==> src/rtl/sort_seq_pkg.sv <==
// +--------------------------------------------------------------------+
// | sort_seq_pkg : state encoding and index-width helper for sort_seq  |
// | Rev 1.0                                                            |
// +--------------------------------------------------------------------+
`default_nettype none

package sort_seq_pkg;

  typedef enum logic [1:0] {
    IDLE   = 2'd0,
    LOAD   = 2'd1,
    SORT   = 2'd2,
    UNLOAD = 2'd3
  } state_e;

  function automatic int idx_w(input int depth);
    return (depth <= 2) ? 1 : $clog2(depth);
  endfunction

endpackage

`default_nettype wire

==> src/rtl/comp_nb.sv <==
// +--------------------------------------------------------------------+
// | comp_nb : unsigned n-bit magnitude comparator                      |
// | Rev 1.0                                                            |
// +--------------------------------------------------------------------+
`default_nettype none

module comp_nb #(
  parameter int n = 8
) (
  input  logic [n-1:0] a_i,
  input  logic [n-1:0] b_i,
  output logic         eq_o,
  output logic         lt_o,
  output logic         gt_o
);

  assign eq_o = (a_i == b_i);
  assign lt_o = (a_i <  b_i);
  assign gt_o = (a_i >  b_i);

endmodule

`default_nettype wire

==> src/rtl/sort_seq.sv <==
// +--------------------------------------------------------------------+
// | sort_seq : load / bubble-sort / unload sequencer, one cmp per clk  |
// | Rev 1.0                                                            |
// +--------------------------------------------------------------------+
`default_nettype none

module sort_seq
  import sort_seq_pkg::*;
#(
  parameter int n      = 8,
  parameter int DEPTH  = 8,
  parameter int ASCEND = 1
) (
  input  logic         clk,
  input  logic         rst_n,
  input  logic         start,
  input  logic         in_valid,
  input  logic [n-1:0] in_data,
  output logic         in_ready,
  output logic         out_valid,
  output logic [n-1:0] out_data,
  input  logic         out_ready,
  output logic         busy,
  output logic         done
);

  localparam int             IW   = idx_w(DEPTH);
  localparam logic [IW-1:0] LAST = IW'(DEPTH - 1);

  state_e         state_q;
  logic [n-1:0]   mem_q [DEPTH];
  logic [IW-1:0]  ld_idx_q;
  logic [IW-1:0]  ul_idx_q;
  logic [IW-1:0]  i_q;
  logic [IW-1:0]  lim_q;
  logic           swapped_q;
  logic           in_ready_q;
  logic           out_valid_q;
  logic           busy_q;
  logic           done_q;

  logic [IW-1:0]  i_nxt;
  logic [n-1:0]   elem_a;
  logic [n-1:0]   elem_b;
  logic           cmp_eq;
  logic           cmp_lt;
  logic           cmp_gt;
  logic           do_swap;

  assign i_nxt  = i_q + 1'b1;
  assign elem_a = mem_q[i_q];
  assign elem_b = mem_q[i_nxt];

  comp_nb #(.n(n)) u_comp (
    .a_i  (elem_a),
    .b_i  (elem_b),
    .eq_o (cmp_eq),
    .lt_o (cmp_lt),
    .gt_o (cmp_gt)
  );

  // Equal pairs never swap, which keeps the sort stable.
  assign do_swap = !cmp_eq && ((ASCEND != 0) ? cmp_gt : cmp_lt);

  assign in_ready  = in_ready_q;
  assign out_valid = out_valid_q;
  assign out_data  = out_valid_q ? mem_q[ul_idx_q] : '0;
  assign busy      = busy_q;
  assign done      = done_q;

  always_ff @(posedge clk or negedge rst_n) begin
    if (!rst_n) begin
      state_q     <= IDLE;
      for (int k = 0; k < DEPTH; k++) mem_q[k] <= '0;
      ld_idx_q    <= '0;
      ul_idx_q    <= '0;
      i_q         <= '0;
      lim_q       <= '0;
      swapped_q   <= 1'b0;
      in_ready_q  <= 1'b0;
      out_valid_q <= 1'b0;
      busy_q      <= 1'b0;
      done_q      <= 1'b0;
    end else begin
      done_q <= 1'b0;
      case (state_q)
        IDLE: begin
          if (start) begin
            state_q    <= LOAD;
            in_ready_q <= 1'b1;
            busy_q     <= 1'b1;
            ld_idx_q   <= '0;
          end
        end
        LOAD: begin
          if (in_valid && in_ready_q) begin
            mem_q[ld_idx_q] <= in_data;
            if (ld_idx_q == LAST) begin
              ld_idx_q   <= '0;
              in_ready_q <= 1'b0;
              state_q    <= SORT;
              i_q        <= '0;
              lim_q      <= LAST;
              swapped_q  <= 1'b0;
            end else begin
              ld_idx_q <= ld_idx_q + 1'b1;
            end
          end
        end
        SORT: begin
          if (do_swap) begin
            mem_q[i_q]   <= elem_b;
            mem_q[i_nxt] <= elem_a;
          end
          if (i_q == lim_q - 1'b1) begin
            // A clean pass means everything below lim is already ordered.
            if (!(swapped_q || do_swap) || (lim_q == IW'(1))) begin
              state_q     <= UNLOAD;
              out_valid_q <= 1'b1;
              ul_idx_q    <= '0;
            end else begin
              lim_q     <= lim_q - 1'b1;
              i_q       <= '0;
              swapped_q <= 1'b0;
            end
          end else begin
            i_q       <= i_nxt;
            swapped_q <= swapped_q || do_swap;
          end
        end
        UNLOAD: begin
          if (out_ready) begin
            if (ul_idx_q == LAST) begin
              state_q     <= IDLE;
              out_valid_q <= 1'b0;
              busy_q      <= 1'b0;
              done_q      <= 1'b1;
              ul_idx_q    <= '0;
            end else begin
              ul_idx_q <= ul_idx_q + 1'b1;
            end
          end
        end
        default: state_q <= IDLE;
      endcase
    end
  end

endmodule

`default_nettype wire

==> config.mk <==
export PLATFORM = sky130hd
export DESIGN_NAME = sort_seq
export DESIGN_NICKNAME = d
export VERILOG_FILES = /design/src/rtl/sort_seq_pkg.sv /design/src/rtl/comp_nb.sv /design/src/rtl/sort_seq.sv
export SDC_FILE = /design/constraint.sdc
export NUM_CORES = 1
export LEC_CHECK = 0
export ABC_AREA = 0
export BUFFER_PORTS_ARGS = -buffer_cell sky130_fd_sc_hd__buf_2
export CELL_PAD_IN_SITES_DETAIL_PLACEMENT = 0
export CELL_PAD_IN_SITES_GLOBAL_PLACEMENT = 1
export CORE_MARGIN = 2
export CORE_UTILIZATION = 26
export DETAILED_ROUTE_END_ITERATION = 16
export GPL_TIMING_DRIVEN = 0
export HOLD_SLACK_MARGIN = 0.1
export PLACE_DENSITY = 0.54
export REMOVE_ABC_BUFFERS = 1
export SLEW_MARGIN = 15
export SYNTH_ARGS = -nofsm -noshare
export SYNTH_HDL_FRONTEND = slang
export SYNTH_SLANG_ARGS = --single-unit
==> constraint.sdc <==
create_clock -name clk -period 7.8 [get_ports clk]
set_input_delay 1.56 -clock clk [delete_from_list [all_inputs] [get_ports clk]]
set_output_delay 1.56 -clock clk [all_outputs]
set_load 0.05 [all_outputs]
---- Word-level counts from Yosys, hierarchy flattened ----
Index checks and enable logic that the tools add are counted.
storage, ports and cells
  output and inout bits ................... 12
  register bits after elaboration ......... 83
  input port bits ......................... 13
  logic and storage cells ................. 140
cells by class
  mux-type cells .......................... 65
  equality and inequality tests ........... 18
  add/subtract/negate cells ............... 4
  magnitude comparators ................... 8
  reduce and logical (&&, ||, !) cells .... 23
  bitwise operators ....................... 4
operators with widths
  kind                                                        number
  bitwise mux 64 bit                                          3
  two-way mux 64 bit                                          2
  one-hot mux 64 bit (2 select lines)                         1
  two-way mux 8 bit                                           10
  binary-select mux 8 bit (select 3 bit)                      3
  demux 8 bit (select 3 bit)                                  3
  two-way mux 3 bit                                           15
  one-hot mux 3 bit (2 select lines)                          4
  != test 2 bit, second input constant                        9
  >= comparator 4 bit, second input constant                  4
  inverter 3 -> 4 bit                                         4
  AND reduction 4 bit                                         4
  two-way mux 2 bit                                           7
  less-than comparator 4 x 1 -> 1 bit, second input constant  3
  two-way mux 1 bit                                           12
  AND reduction 5 bit                                         2
  adder 3 x 1 -> 3 bit, second input constant                 3
  == test 8 bit                                               1
  > comparator 8 bit                                          1
  one-hot mux 1 bit (2 select lines)                          4
  one-hot mux 2 bit (4 select lines)                          1
  nonzero test 2 bit                                          4
  AND reduction 7 bit                                         1
  == test 3 bit, second input constant                        2
  other kinds (11)                                            19

---- Longest topological paths before layout ----
  depth in word-level cells ............... 14
  gate-level depth with buffers ........... 15
  mapped depth without buffers ............ 14

---- Hierarchy ----
From an unflattened synthesis, not the netlist that was laid out.
second synthesis, totals
  cell total of the unflattened synthesis .. 722
  area total of the unflattened synthesis .. 7009.2 µm²
by module, submodules not included
  module    times used  cells an instance  seq. area each (µm²)  area an instance (µm²)
  sort_seq  1           693                2077.0                6784.0
  comp_nb   1           29                 0.0                   225.2

---- Worst setup path after synthesis ----
No wires, ideal clock.
  kind .................................... register to register
  from .................................... register i_q[0]
  to ...................................... register mem_q[24] in the netlist's numbering
  required time ........................... 7.675 ns
  clock period less this slack ............ 3.676 ns
  setup time .............................. 0.125 ns
  stages on the path, launching flop included .. 14
  path buffers ............................ 3
  path slack .............................. 4.124 ns
  data arrival time ....................... 3.552 ns
  path through ............................ dfrtp_1 -> ha_1 -> buf_2 -> buf_2 -> clkbuf_1 -> and2_1 -> mux4_2 -> nor2_1 -> ha_1 -> a21oi_1 -> o21ai_0 -> o2111ai_2 -> o22ai_2 -> mux2_2
between the ends
  longest elaborated chain between the ends .. 10
  elaborated cells on any way between the ends .. 29
  those cells by class .................... add/sub: 1; order compare: 5; eq/ne: 2; mux: 14; bitwise: 2; reduce/logical: 5
ends and longest elaborated chain
  element                                                      RTL line         RTL
  start, declared                                              sort_seq.sv:34   logic [IW-1:0] i_q;
  start signal, assigned                                       sort_seq.sv:127  i_q <= i_nxt;
  branches (longest 10 deep; another with > comparator 8 bit)  --
  end signal, assigned by index                                sort_seq.sv:97   mem_q[ld_idx_q] <= in_data;
  end signal, assigned by index                                sort_seq.sv:112  mem_q[i_q] <= elem_b;
  end signal, assigned by index                                sort_seq.sv:113  mem_q[i_nxt] <= elem_a;
  end, declared                                                sort_seq.sv:31   logic [n-1:0] mem_q [DEPTH];
Several ways; the timed one is not identified. The select of a mux whose other input is x is not followed.
A chain may end at the register's enable or synchronous reset.

---- Worst setup path in the final report ----
  from .................................... register i_q[1]
  to ...................................... register mem_q[17] in the netlist's numbering
The elaborated chain is that of the path after synthesis.

==> results_dict.tcl <==
set metrics [dict create \
    status "completed" \
    synthAdderAreaFrac 0.0340 \
    cp-startpoint "i_q[1]" \
    drt_pre_antenna_iters 7 \
    fin_nets 749 \
    gp_congestion 0.886 \
    start_util 0.262 \
    yosys.area_share.simple 0.149 \
    die_h_um 168 \
    slew_headroom 0.234 \
    ys_types 64 \
    hold_violations 0 \
    clockBufferDepth 2 \
    worst_slew_pin_slew_ns 1.15 \
    cts_hold_buf 0 \
    post-route-period-util 0.760 \
    tns_ns 0 \
    io_pins 25 \
    crit_required_ns 8.04 \
    critPathKind "register to register" \
    grt_max_degree 44 \
    synth-seq-cells 83 \
    ys.flop_type "dfrtp_1" \
    h-tree-depth 3 \
    netlist_instances 722 \
    crit_arrival_ns 6.16 \
    wl_per_cell_um 24.9 \
    ant_nets 0 \
    crit_chain "buf_16 > ha_2 > nor2b_2 > a221oi_1 > o21ai_1 > inv_2 > ha_1 > nand2_1 > o21ai_0 > o2111ai_2 > o22ai_2 > mux2_2" \
    core-area_sq_mm 0.0267 \
    grt_setup_unrepaired "false" \
    grt_overflow_total 0 \
    critPathBufInv 2 \
    maxSlewViolCount 0 \
    min_period_ns 5.93 \
    grt_pass1_vias 5992 \
    io_buffer_count 24 \
    pwr_density_cell_mw_per_mm2 118 \
    vias 6159 \
    cts_setup_buffers 0 \
    max_freq_mhz 169 \
    areaGrowthSynthToFinish_pct 12.5 \
    synth_top_family_by_area "multiplexers" \
    utilization 0.295 \
    skew_ns 0.0122 \
    drv_cap 0 \
    cts_tree "built" \
    ys_async_sr_fraction 1.00 \
    synth-edff-count 0 \
    slowest_delay_ns 0.95 \
    r2r-start "i_q[1]" \
    synth_xor_area_frac 0.0104 \
    cts_sinks 83 \
    drc_errors 0 \
    final_cell_mix "nand2_1, dfrtp_1, mux2_2, nor2_1, o221ai_1" \
    critPathLaunchType "register" \
    num_rows 60 \
    yosysSeqAreaShare 0.297 \
    synthMuxAreaShare 0.248 \
    dieWidth_um 168 \
    fill_cells 2744 \
    layout-drive-gt1-share 0.238 \
    die_area_sq_mm 0.0282 \
    crit_path_end_kind "register" \
    path_delay_family "compound AO/OA/AOI/OAI gates" \
    layout_commonest_cell "nand2_1" \
    cts_inserted_buffers 9 \
    grt_pass1_wl_mm 39.7 \
    post_cts_resized 0 \
    drtIter0Drc 652 \
    syn_area_per_cell_sq_um 9.68 \
    crit_fanout 31 \
    n_antenna_cell 0 \
    vdd_drop_max_v 0.0000970 \
    place_hpwl_mm 18.4 \
    finalSetupViolCount 0 \
    routed_wirelength_mm 26.5 \
    antenna_found_initial 0 \
    cts_root_buf "clkbuf_16" \
    hold_path.class "register to register" \
    ys_warn_count 0 \
    min_from "swapped_q" \
    synth_compound_area_frac 0.209 \
    power_leakage_nw 3.13 \
    insertion_delay_ns 0.36 \
    avgViaCountPerCell 5.79 \
    syn-cell-area_sq_mm 0.00699 \
    crit_slowest_cell "o22ai_2" \
    groute.usage.overall 0.189 \
    cts.clk_slew.worst_paths_ns 0.07 \
]
-- metrics by stage --
stage          instance area, sq um  cells  total power [W]  worst slack, ns  hold WS, ns
3_3_place_gp                   7300   1037         0.000461           0.0928        0.520
4_1_cts                        7870   1063         0.000934             1.93        0.544
5_1_grt                        7870   1063         0.000951             1.69        0.570
2_1_floorplan                  6750    672         0.000445             2.45        0.493
3_5_place_dp                   7550   1047         0.000463             1.93        0.526
6_report                       7870   1063         0.000926             1.87        0.545
-- path summary, 6_finish.rpt --
path                       slack (ns)         to  cells past startpoint
max                              1.87  mem_q[17]                     12
min                              0.55  swapped_q                      2
max reg2reg                      1.87  mem_q[17]                     12
min reg2reg                      0.55  swapped_q                      2
max in group asynchronous        5.92  mem_q[57]                      2
min in group asynchronous        1.22  mem_q[18]                      1
-- Yosys cell counts, drive strengths merged (24+ instances only) --
| library cell | count | share of area |
|---|---|---|
| o21ai | 29 | 0.021 |
| nand3 | 25 | 0.018 |
| dfrtp | 83 | 0.30 |
| a22oi | 28 | 0.030 |
| inv | 34 | 0.018 |
| o221ai | 34 | 0.043 |
| mux2i | 33 | 0.048 |
| buf | 39 | 0.028 |
| mux4 | 30 | 0.097 |
| nor2 | 36 | 0.019 |
| nand2 | 85 | 0.046 |
| mux2 | 64 | 0.10 |
| a21oi | 24 | 0.017 |
| nor2b | 28 | 0.025 |
-- sequential cells by signal, summed over array words and instances (netlist names) --
register	flops
i_q	3
out_valid	1
lim_q	3
ld_idx_q	3
busy	1
done	1
state_q	2
ul_idx_q	3
in_ready	1
swapped_q	1
mem_q	64
-- logic make-up after synthesis --
| kind of cell | after synthesis |
|---|---|
| simple gates | 219 |
| compound gates | 185 |
| mux | 127 |
| buf+inv | 84 |
| flops | 83 |
| fa+ha+maj | 19 |
| xor+xnor | 5 |
-- power breakdown --
part	switching, W	leakage (nW)	internal (W)	total, W
sequential	0	1.05	0.000430	0.000430
combinational	0.0000172	1.93	0.00000641	0.0000236
clock	0.000196	0.156	0.000276	0.000472
-- layer usage --
metal	part of all wire	global-route usage	vias up
met5	0	0	-
met4	0.026	0.0612	0
met3	0.062	0.0324	44
met2	0.45	0.286	256
met1	0.46	0.274	3105
li1	-	-	2754
-- worst reg2reg max path, cell delays in order, from the launching register on --
cell and delay [ns]:
dfrtp_2 0.61, buf_16 0.26, ha_2 0.81, nor2b_2 0.81
a221oi_1 0.21, o21ai_1 0.22, inv_2 0.12, ha_1 0.34
nand2_1 0.05, o21ai_0 0.54, o2111ai_2 0.47, o22ai_2 0.95
mux2_2 0.42
-- cell type report --
cell class / count / area, sq um / area share
flip-flops and latches: 83 / 2080 / 0.265
multi-input cells: 555 / 4600 / 0.585
repair buffers: 34 / 318 / 0.0404
clock buffers: 13 / 270 / 0.0344
clock inverters: 3 / 43.8 / 0.00557
well taps: 341 / 427 / 0.0542
inverters: 34 / 128 / 0.0162
No activity file was read; power rests on OpenSTA's default activity.
